**src/rtl/fht_pkg.sv**
```systemverilog
// Shared types and helpers for the FHT address sequencer.
package fht_pkg;

  localparam int unsigned N_LOG2_DEF   = 8;
  localparam int unsigned PIPE_LAT_DEF = 3;

  typedef enum logic [1:0] {
    IDLE,
    RUN,
    DRAIN,
    DONE
  } state_t;

  // Reverses the low n_log2 bits of addr; upper bits of the result are zero.
  function automatic logic [31:0] bitrev(input logic [31:0] addr, input int unsigned n_log2);
    logic [31:0] r;
    r = '0;
    for (int unsigned b = 0; b < n_log2; b++) begin
      r[b] = addr[n_log2-1-b];
    end
    return r;
  endfunction

endpackage

```
**src/rtl/fht_addr_dly.sv**
```systemverilog
// Resettable PIPE_LAT-deep shift register carrying the write strobe and the two write addresses.
module fht_addr_dly #(
  parameter int unsigned PIPE_LAT = 3,
  parameter int unsigned AW       = 8
) (
  input  logic          clk,
  input  logic          rst,
  input  logic          valid,
  input  logic [AW-1:0] addr_0,
  input  logic [AW-1:0] addr_1,
  output logic          dly_valid,
  output logic [AW-1:0] dly_addr_0,
  output logic [AW-1:0] dly_addr_1
);

  localparam int unsigned W = 1 + 2 * AW;

  logic [W-1:0] line [PIPE_LAT];

  always_ff @(posedge clk or posedge rst) begin
    if (rst) begin
      for (int unsigned i = 0; i < PIPE_LAT; i++) begin
        line[i] <= '0;
      end
    end else begin
      line[0] <= {valid, addr_0, addr_1};
      for (int unsigned i = 1; i < PIPE_LAT; i++) begin
        line[i] <= line[i-1];
      end
    end
  end

  assign {dly_valid, dly_addr_0, dly_addr_1} = line[PIPE_LAT-1];

endmodule

```
**src/rtl/fht_addr_gen.sv**
```systemverilog
// Stage/address sequencer for the in-place radix-2 FHT butterfly (fht_but).
// Optional bit-reversal copy stage is enabled by defining FHT_ADDR_BITREV_EN.
module fht_addr_gen
  import fht_pkg::*;
#(
  parameter int unsigned N_LOG2   = N_LOG2_DEF,
  parameter int unsigned PIPE_LAT = PIPE_LAT_DEF
) (
  input  logic                          iCLK,
  input  logic                          iRESET,
  input  logic                          iSTART,
  output logic                          oBUSY,
  output logic                          oDONE,
  output logic [$clog2(N_LOG2+1)-1:0]   oSTAGE,
  output logic                          oBANK,
  output logic                          oRD_VALID,
  output logic [N_LOG2-1:0]             oRD_ADDR_0,
  output logic [N_LOG2-1:0]             oRD_ADDR_1,
  output logic [N_LOG2-1:0]             oRD_ADDR_2,
  output logic [N_LOG2-1:0]             oROM_ADDR,
  output logic                          oWR_EN,
  output logic [N_LOG2-1:0]             oWR_ADDR_0,
  output logic [N_LOG2-1:0]             oWR_ADDR_1
);

  localparam int unsigned AW = N_LOG2;
  localparam int unsigned SW = $clog2(N_LOG2 + 1);
  localparam int unsigned DW = (PIPE_LAT > 1) ? $clog2(PIPE_LAT) : 1;
  localparam logic [AW-1:0] HALF_LAST = AW'((1 << (N_LOG2 - 1)) - 1);

`ifdef FHT_ADDR_BITREV_EN
  localparam logic [SW-1:0] FIRST_STAGE = '0;
`else
  localparam logic [SW-1:0] FIRST_STAGE = SW'(1);
`endif

  state_t        state, state_n;
  logic [SW-1:0] stage, stage_n;
  logic          bank, bank_n;
  logic [AW-1:0] idx, idx_n, last;
  logic [DW-1:0] dcnt, dcnt_n;

  logic [SW-1:0] sm1, rsh;
  logic [AW-1:0] h, l, b, k;
  logic [AW-1:0] rd0, rd1, rd2, rom, wr0, wr1;
  logic          rd_valid;

  always_ff @(posedge iCLK or posedge iRESET) begin
    if (iRESET) begin
      state <= IDLE;
      stage <= '0;
      bank  <= 1'b0;
      idx   <= '0;
      dcnt  <= '0;
    end else begin
      state <= state_n;
      stage <= stage_n;
      bank  <= bank_n;
      idx   <= idx_n;
      dcnt  <= dcnt_n;
    end
  end

  always_comb begin
`ifdef FHT_ADDR_BITREV_EN
    last = (stage == '0) ? '1 : HALF_LAST;
`else
    last = HALF_LAST;
`endif
  end

  always_comb begin
    state_n = state;
    stage_n = stage;
    bank_n  = bank;
    idx_n   = idx;
    dcnt_n  = dcnt;
    case (state)
      IDLE: begin
        if (iSTART) begin
          state_n = RUN;
          stage_n = FIRST_STAGE;
          bank_n  = 1'b0;
          idx_n   = '0;
          dcnt_n  = '0;
        end
      end
      RUN: begin
        if (idx == last) begin
          state_n = DRAIN;
          idx_n   = '0;
          dcnt_n  = '0;
        end else begin
          idx_n = idx + AW'(1);
        end
      end
      DRAIN: begin
        // Drain equals the pipeline depth so the last write of a stage lands before the bank flips.
        if (dcnt == DW'(PIPE_LAT - 1)) begin
          if (stage == SW'(N_LOG2)) begin
            state_n = DONE;
          end else begin
            state_n = RUN;
            stage_n = stage + SW'(1);
            bank_n  = ~bank;
          end
        end else begin
          dcnt_n = dcnt + DW'(1);
        end
      end
      DONE: begin
        state_n = IDLE;
        stage_n = '0;
        bank_n  = 1'b0;
      end
      default: state_n = IDLE;
    endcase
  end

  // Butterfly index math; modulo-2^N_LOG2 wrap makes b+L-k correct even when L = N.
  always_comb begin
    sm1 = stage - SW'(1);
    rsh = SW'(N_LOG2) - stage;
    h   = AW'(1) << sm1;
    l   = h << 1;
    b   = (idx >> sm1) << stage;
    k   = idx & (h - AW'(1));
    rd0 = '0;
    rd1 = '0;
    rd2 = '0;
    rom = '0;
    wr0 = '0;
    wr1 = '0;
    rd_valid = (state == RUN);
    if (rd_valid) begin
`ifdef FHT_ADDR_BITREV_EN
      if (stage == '0) begin
        rd0 = AW'(bitrev(32'(idx), N_LOG2));
        wr0 = idx;
        wr1 = idx;
      end else begin
`else
      begin
`endif
        rd0 = b + k;
        rd1 = b + h + k;
        rd2 = (k == '0) ? (b + h) : (b + l - k);
        rom = k << rsh;
        wr0 = rd0;
        wr1 = rd1;
      end
    end
  end

  assign oBUSY      = (state == RUN) || (state == DRAIN);
  assign oDONE      = (state == DONE);
  assign oSTAGE     = stage;
  assign oBANK      = bank;
  assign oRD_VALID  = rd_valid;
  assign oRD_ADDR_0 = rd0;
  assign oRD_ADDR_1 = rd1;
  assign oRD_ADDR_2 = rd2;
  assign oROM_ADDR  = rom;

  fht_addr_dly #(
    .PIPE_LAT (PIPE_LAT),
    .AW       (AW)
  ) u_dly (
    .clk        (iCLK),
    .rst        (iRESET),
    .valid      (rd_valid),
    .addr_0     (wr0),
    .addr_1     (wr1),
    .dly_valid  (oWR_EN),
    .dly_addr_0 (oWR_ADDR_0),
    .dly_addr_1 (oWR_ADDR_1)
  );

endmodule

```
**config.mk**
```make
export PLATFORM = sky130hd
export DESIGN_NAME = fht_addr_gen
export DESIGN_NICKNAME = d
export VERILOG_FILES = /design/src/rtl/fht_pkg.sv /design/src/rtl/fht_addr_dly.sv /design/src/rtl/fht_addr_gen.sv
export SDC_FILE = /design/constraint.sdc
export NUM_CORES = 1
export LEC_CHECK = 0
export CORE_ASPECT_RATIO = 0.6
export CORE_MARGIN = 5
export CORE_UTILIZATION = 40
export CTS_CLUSTER_SIZE = 28
export DETAILED_ROUTE_END_ITERATION = 10
export PLACE_DENSITY = 0.69
export SYNTH_ARGS = -nofsm -noshare
export SYNTH_HDL_FRONTEND = slang
export SYNTH_SLANG_ARGS = --single-unit
```
**constraint.sdc**
```tcl
create_clock -name iCLK -period 6.2 [get_ports iCLK]
set_input_delay 1.55 -clock iCLK [delete_from_list [all_inputs] [get_ports iCLK]]
set_output_delay 1.55 -clock iCLK [all_outputs]
set_load 0.02 [all_outputs]
```
==> flow_summary_export.csv <==
group,metric,value,unit
min_path,min_path_type,"reg2reg",
cells_and_area,diodes,0,
cells_and_area,drive_gt1_frac,0.318,
worst_setup_path,cp-end-kind,"output port",
sta,fin_tns_setup,-0.572,ns
worst_setup_path,regToRegSetupSlack,1.58,ns
synthesis,ys_async_sr_fraction,1.00,
cts,root_buffer,"clkbuf_16",
placement,dpl_cell_area,6720,um^2
run,cap_violations,0,
sta,worst_pin_slew,0.849,ns
power,max-vdd-ir-drop,0.114,mV
synthesis,syn_avg_cell_area,9.11,um^2
synthesis,yosys-top-cells-count,"dfrtp_1 (68), nor2_1 (57), ha_1 (51)",
cts,clkLatencyLatePin,0.33,ns
global_route,grt_max_degree,69,
cts,htree_levels,3,
cells_and_area,fin_area,7480,um^2
worst_setup_path,crit_path_end,"oRD_ADDR_1[7]",
worst_setup_path,r2r_cells,23,
synthesis,yosysSeqAreaShare,0.330,
worst_setup_path,path_cells,"inv_4, ha_4, buf_6, xnor2_4, buf_6, mux2i_1, a32oi_1, o21ai_1, o21ai_1, or3_4, inv_4, ha_4, nor2b_4, a22o_1, buf_4, o41a_1, xor2_1, ha_2, nor2_1, nor3_2, xnor2_1, xnor3_2, and2_4, buf_6",
worst_setup_path,crit_path_start_kind,"register",
sta,hold_viol,0,
power,p_leak,3.45,nW
sta,setup_viol,2,
cts,cts_buffers,9,
floorplanning,coreArea,12700,um^2
placement,io_buffers,59,
sta,slew_violations,0,
synthesis,yosysMostFrequentCell,"dfrtp_1",
global_route,grt.overflow.total,0,
cts,clk_pin_slew,0.06,ns
placement,place_congestion,0.968,
sta,fin_worst_skew,0.00848,ns
worst_setup_path,crit_start,"oSTAGE[1]",
floorplanning,dieArea,15300,um^2
sta,relSlewSlack,0.434,
sta,worst_slack,-0.311,ns
cells_and_area,syn2layout_area_growth,45.4,%
cts,clock-sinks,68,
global_route,grt_pass1_wl,26.1,mm
worst_setup_path,reg2reg_to,"u_dly.line[41]",
synthesis,syn-cell-area,5150,um^2
route,vias,4853,
cts,cts_tree,"built",
floorplanning,die_h,97.9,um
synthesis,synth_area_leaders,"dfrtp_1 (33%), ha_1 (12%), nor2_1 (4.2%), inv_1 (3.1%), a21oi_1 (3.1%)",
synthesis,synth_warnings,0,
synthesis,syn-instance-count,565,
route,viasPerCell,5.33,
sta,rsz0062_at_grt,"true",
global_route,antenna_found_initial,0,
placement,place_ws,-0.769,ns
worst_setup_path,regToRegStartpoint,"oSTAGE[1]",
floorplanning,start_util,0.404,
synthesis,synth_edf_count,0,
route,drc_errors,0,
route,first_pass_iters,7,
route,wl,16.7,mm
worst_setup_path,cpPeakStageDelay,0.42,ns
outcome,status,"complete, but fails checks",
global_route,grtUsageTotal,0.216,
placement,dp_hpwl,12.5,mm
synthesis,ys_types,68,
route,drtIter0Drc,386,
global_route,first_global_vias,4701,
cells_and_area,final_core_util,0.588,
synthesis,synth_flop_cell,"dfrtp_1",
power,power,1.04,mW
floorplanning,pin_count,60,
power,power_density,139,nW/um^2
cells_and_area,final_nets,795,
route,ant_nets,0,
sta,max_freq,0.154,GHz
synthesis,synth_top_area_share,0.330,
worst_setup_path,path_class,"reg2out",
outcome,violations,"setup timing",
synthesis,yosys.area.top_type,"dfrtp_1",
worst_setup_path,crit_slowest_cell,"dfrtp_2",
worst_setup_path,crit_top_cell,"buf_6",
worst_setup_path,cp.arrival,4.96,ns
route,wl_per_cell,18.3,um
cts,cts.path.max_buffers,2,
floorplanning,die-width,156,um
synthesis,ys_seq_elements,68,
worst_setup_path,crit_required,4.65,ns
sta,min_period,6.51,ns
floorplanning,rows,32,
sta,final.period_utilization,1.05,
worst_setup_path,worstPathMaxFanout,4,
[registers in the layout, indices dropped and copies added (netlist names)]
signal	cells
state	2
u_dly.line	34
u_dly.dly_valid	1
u_dly.dly_addr_1	8
idx	8
u_dly.dly_addr_0	8
oSTAGE	4
dcnt	2
oBANK	1
[worst min-delay path by stage]
stage	from	depth (start not counted)	end
after floorplan	u_dly.line[25]	0	u_dly.dly_addr_0[0]
after global placement	u_dly.line[28]	0	u_dly.dly_addr_0[3]
after detailed placement	u_dly.line[27]	0	u_dly.dly_addr_0[2]
after CTS	u_dly.line[23]	0	u_dly.dly_addr_1[6]
after global routing	u_dly.line[45]	0	u_dly.line[28]
final	u_dly.line[23]	0	u_dly.dly_addr_1[6]
[metal layers]
layer,GRT usage,wire [um],part of all wire
met1,0.341,8180,0.49
met2,0.295,6890,0.41
met3,0.0562,1410,0.085
met4,0.0433,206,0.012
met5,0,0,0
[per-stage QoR]
| step | hold WS (ns) | cells |
|---|---|---|
| after floorplan | 0.331 | 566 |
| after global placement | 0.332 | 883 |
| after detailed placement | 0.335 | 883 |
| after CTS | 0.341 | 908 |
| after global routing | 0.349 | 910 |
| final | 0.340 | 910 |
[critical path, delay by kind of cell (launching register included)]
family                   cells  cell delay (ns)
buffers and inverters        6             0.67
multiplexers                 1             0.19
flip-flops                   1             0.42
adder cells (fa/ha/maj)      3             0.71
XOR/XNOR                     4             0.79
AND/OR/NAND/NOR              5             0.92
AO/OA/AOI/OAI                5             0.91
[placed cells by master, fill, tap and decap left out, types with 4 or more instances in the layout]
cell type | netlist | final
mux4_2 | 5 | 5
nand3_1 | 16 | 16
and3_1 | 4 | 4
ha_4 | 0 | 7
mux2i_1 | 15 | 15
nand2b_1 | 8 | 6
o21ai_0 | 29 | 27
mux2_2 | 4 | 4
dlymetal6s2s_1 | 0 | 4
and2_1 | 8 | 7
clkbuf_16 | 0 | 9
xor2_2 | 1 | 4
ha_1 | 51 | 43
a21oi_2 | 0 | 4
fa_1 | 6 | 5
xnor2_1 | 17 | 14
o31ai_1 | 7 | 6
o22ai_1 | 5 | 4
or2_2 | 4 | 4
dfrtp_1 | 68 | 66
or3_1 | 8 | 6
nor2_1 | 57 | 55
a21o_1 | 6 | 6
inv_1 | 43 | 38
buf_4 | 19 | 134
o21a_1 | 4 | 4
nor2b_1 | 12 | 9
xnor2_2 | 1 | 4
xor2_1 | 8 | 5
nor3_1 | 17 | 16
clkbuf_2 | 0 | 4
o21ai_1 | 7 | 9
clkdlybuf4s50_1 | 0 | 47
buf_6 | 0 | 7
a21oi_1 | 32 | 28
nand2_1 | 29 | 29
[kinds of logic after synthesis]
| family | after synthesis | share of synthesized area |
|---|---|---|
| other cells | 2 | 0.00146 |
| flops | 68 | 0.330 |
| fa+ha+maj | 57 | 0.147 |
| compound gates | 116 | 0.141 |
| xor+xnor | 29 | 0.0586 |
| simple gates | 182 | 0.179 |
| mux | 25 | 0.0642 |
| buf+inv | 86 | 0.0780 |
[power by group]
part	internal, mW	switching (mW)	total, mW
registers	0.449	0.00130	0.450
clock network	0.354	0.208	0.562
logic	0.00973	0.0171	0.0268
[area by class of cell]
cell class	count	area, um^2
multi-input cells	412	3350
well taps	170	213
clock inverters	7	98.8
repair buffers	200	1720
flip-flops and latches	68	1700
inverters	44	173
clock buffers	9	225
fillers	1060	5250
[repair_timing]
item	4_1_cts	5_1_grt
buffers inserted	8	3
setup endpoints to repair	13	13
hold buffers	0	0
pin swaps	23	22
resized for setup	61	43
endpoints found under the hold margin	0	0
cloned	1	0
Note: power is estimated with default switching activity, not from simulation.
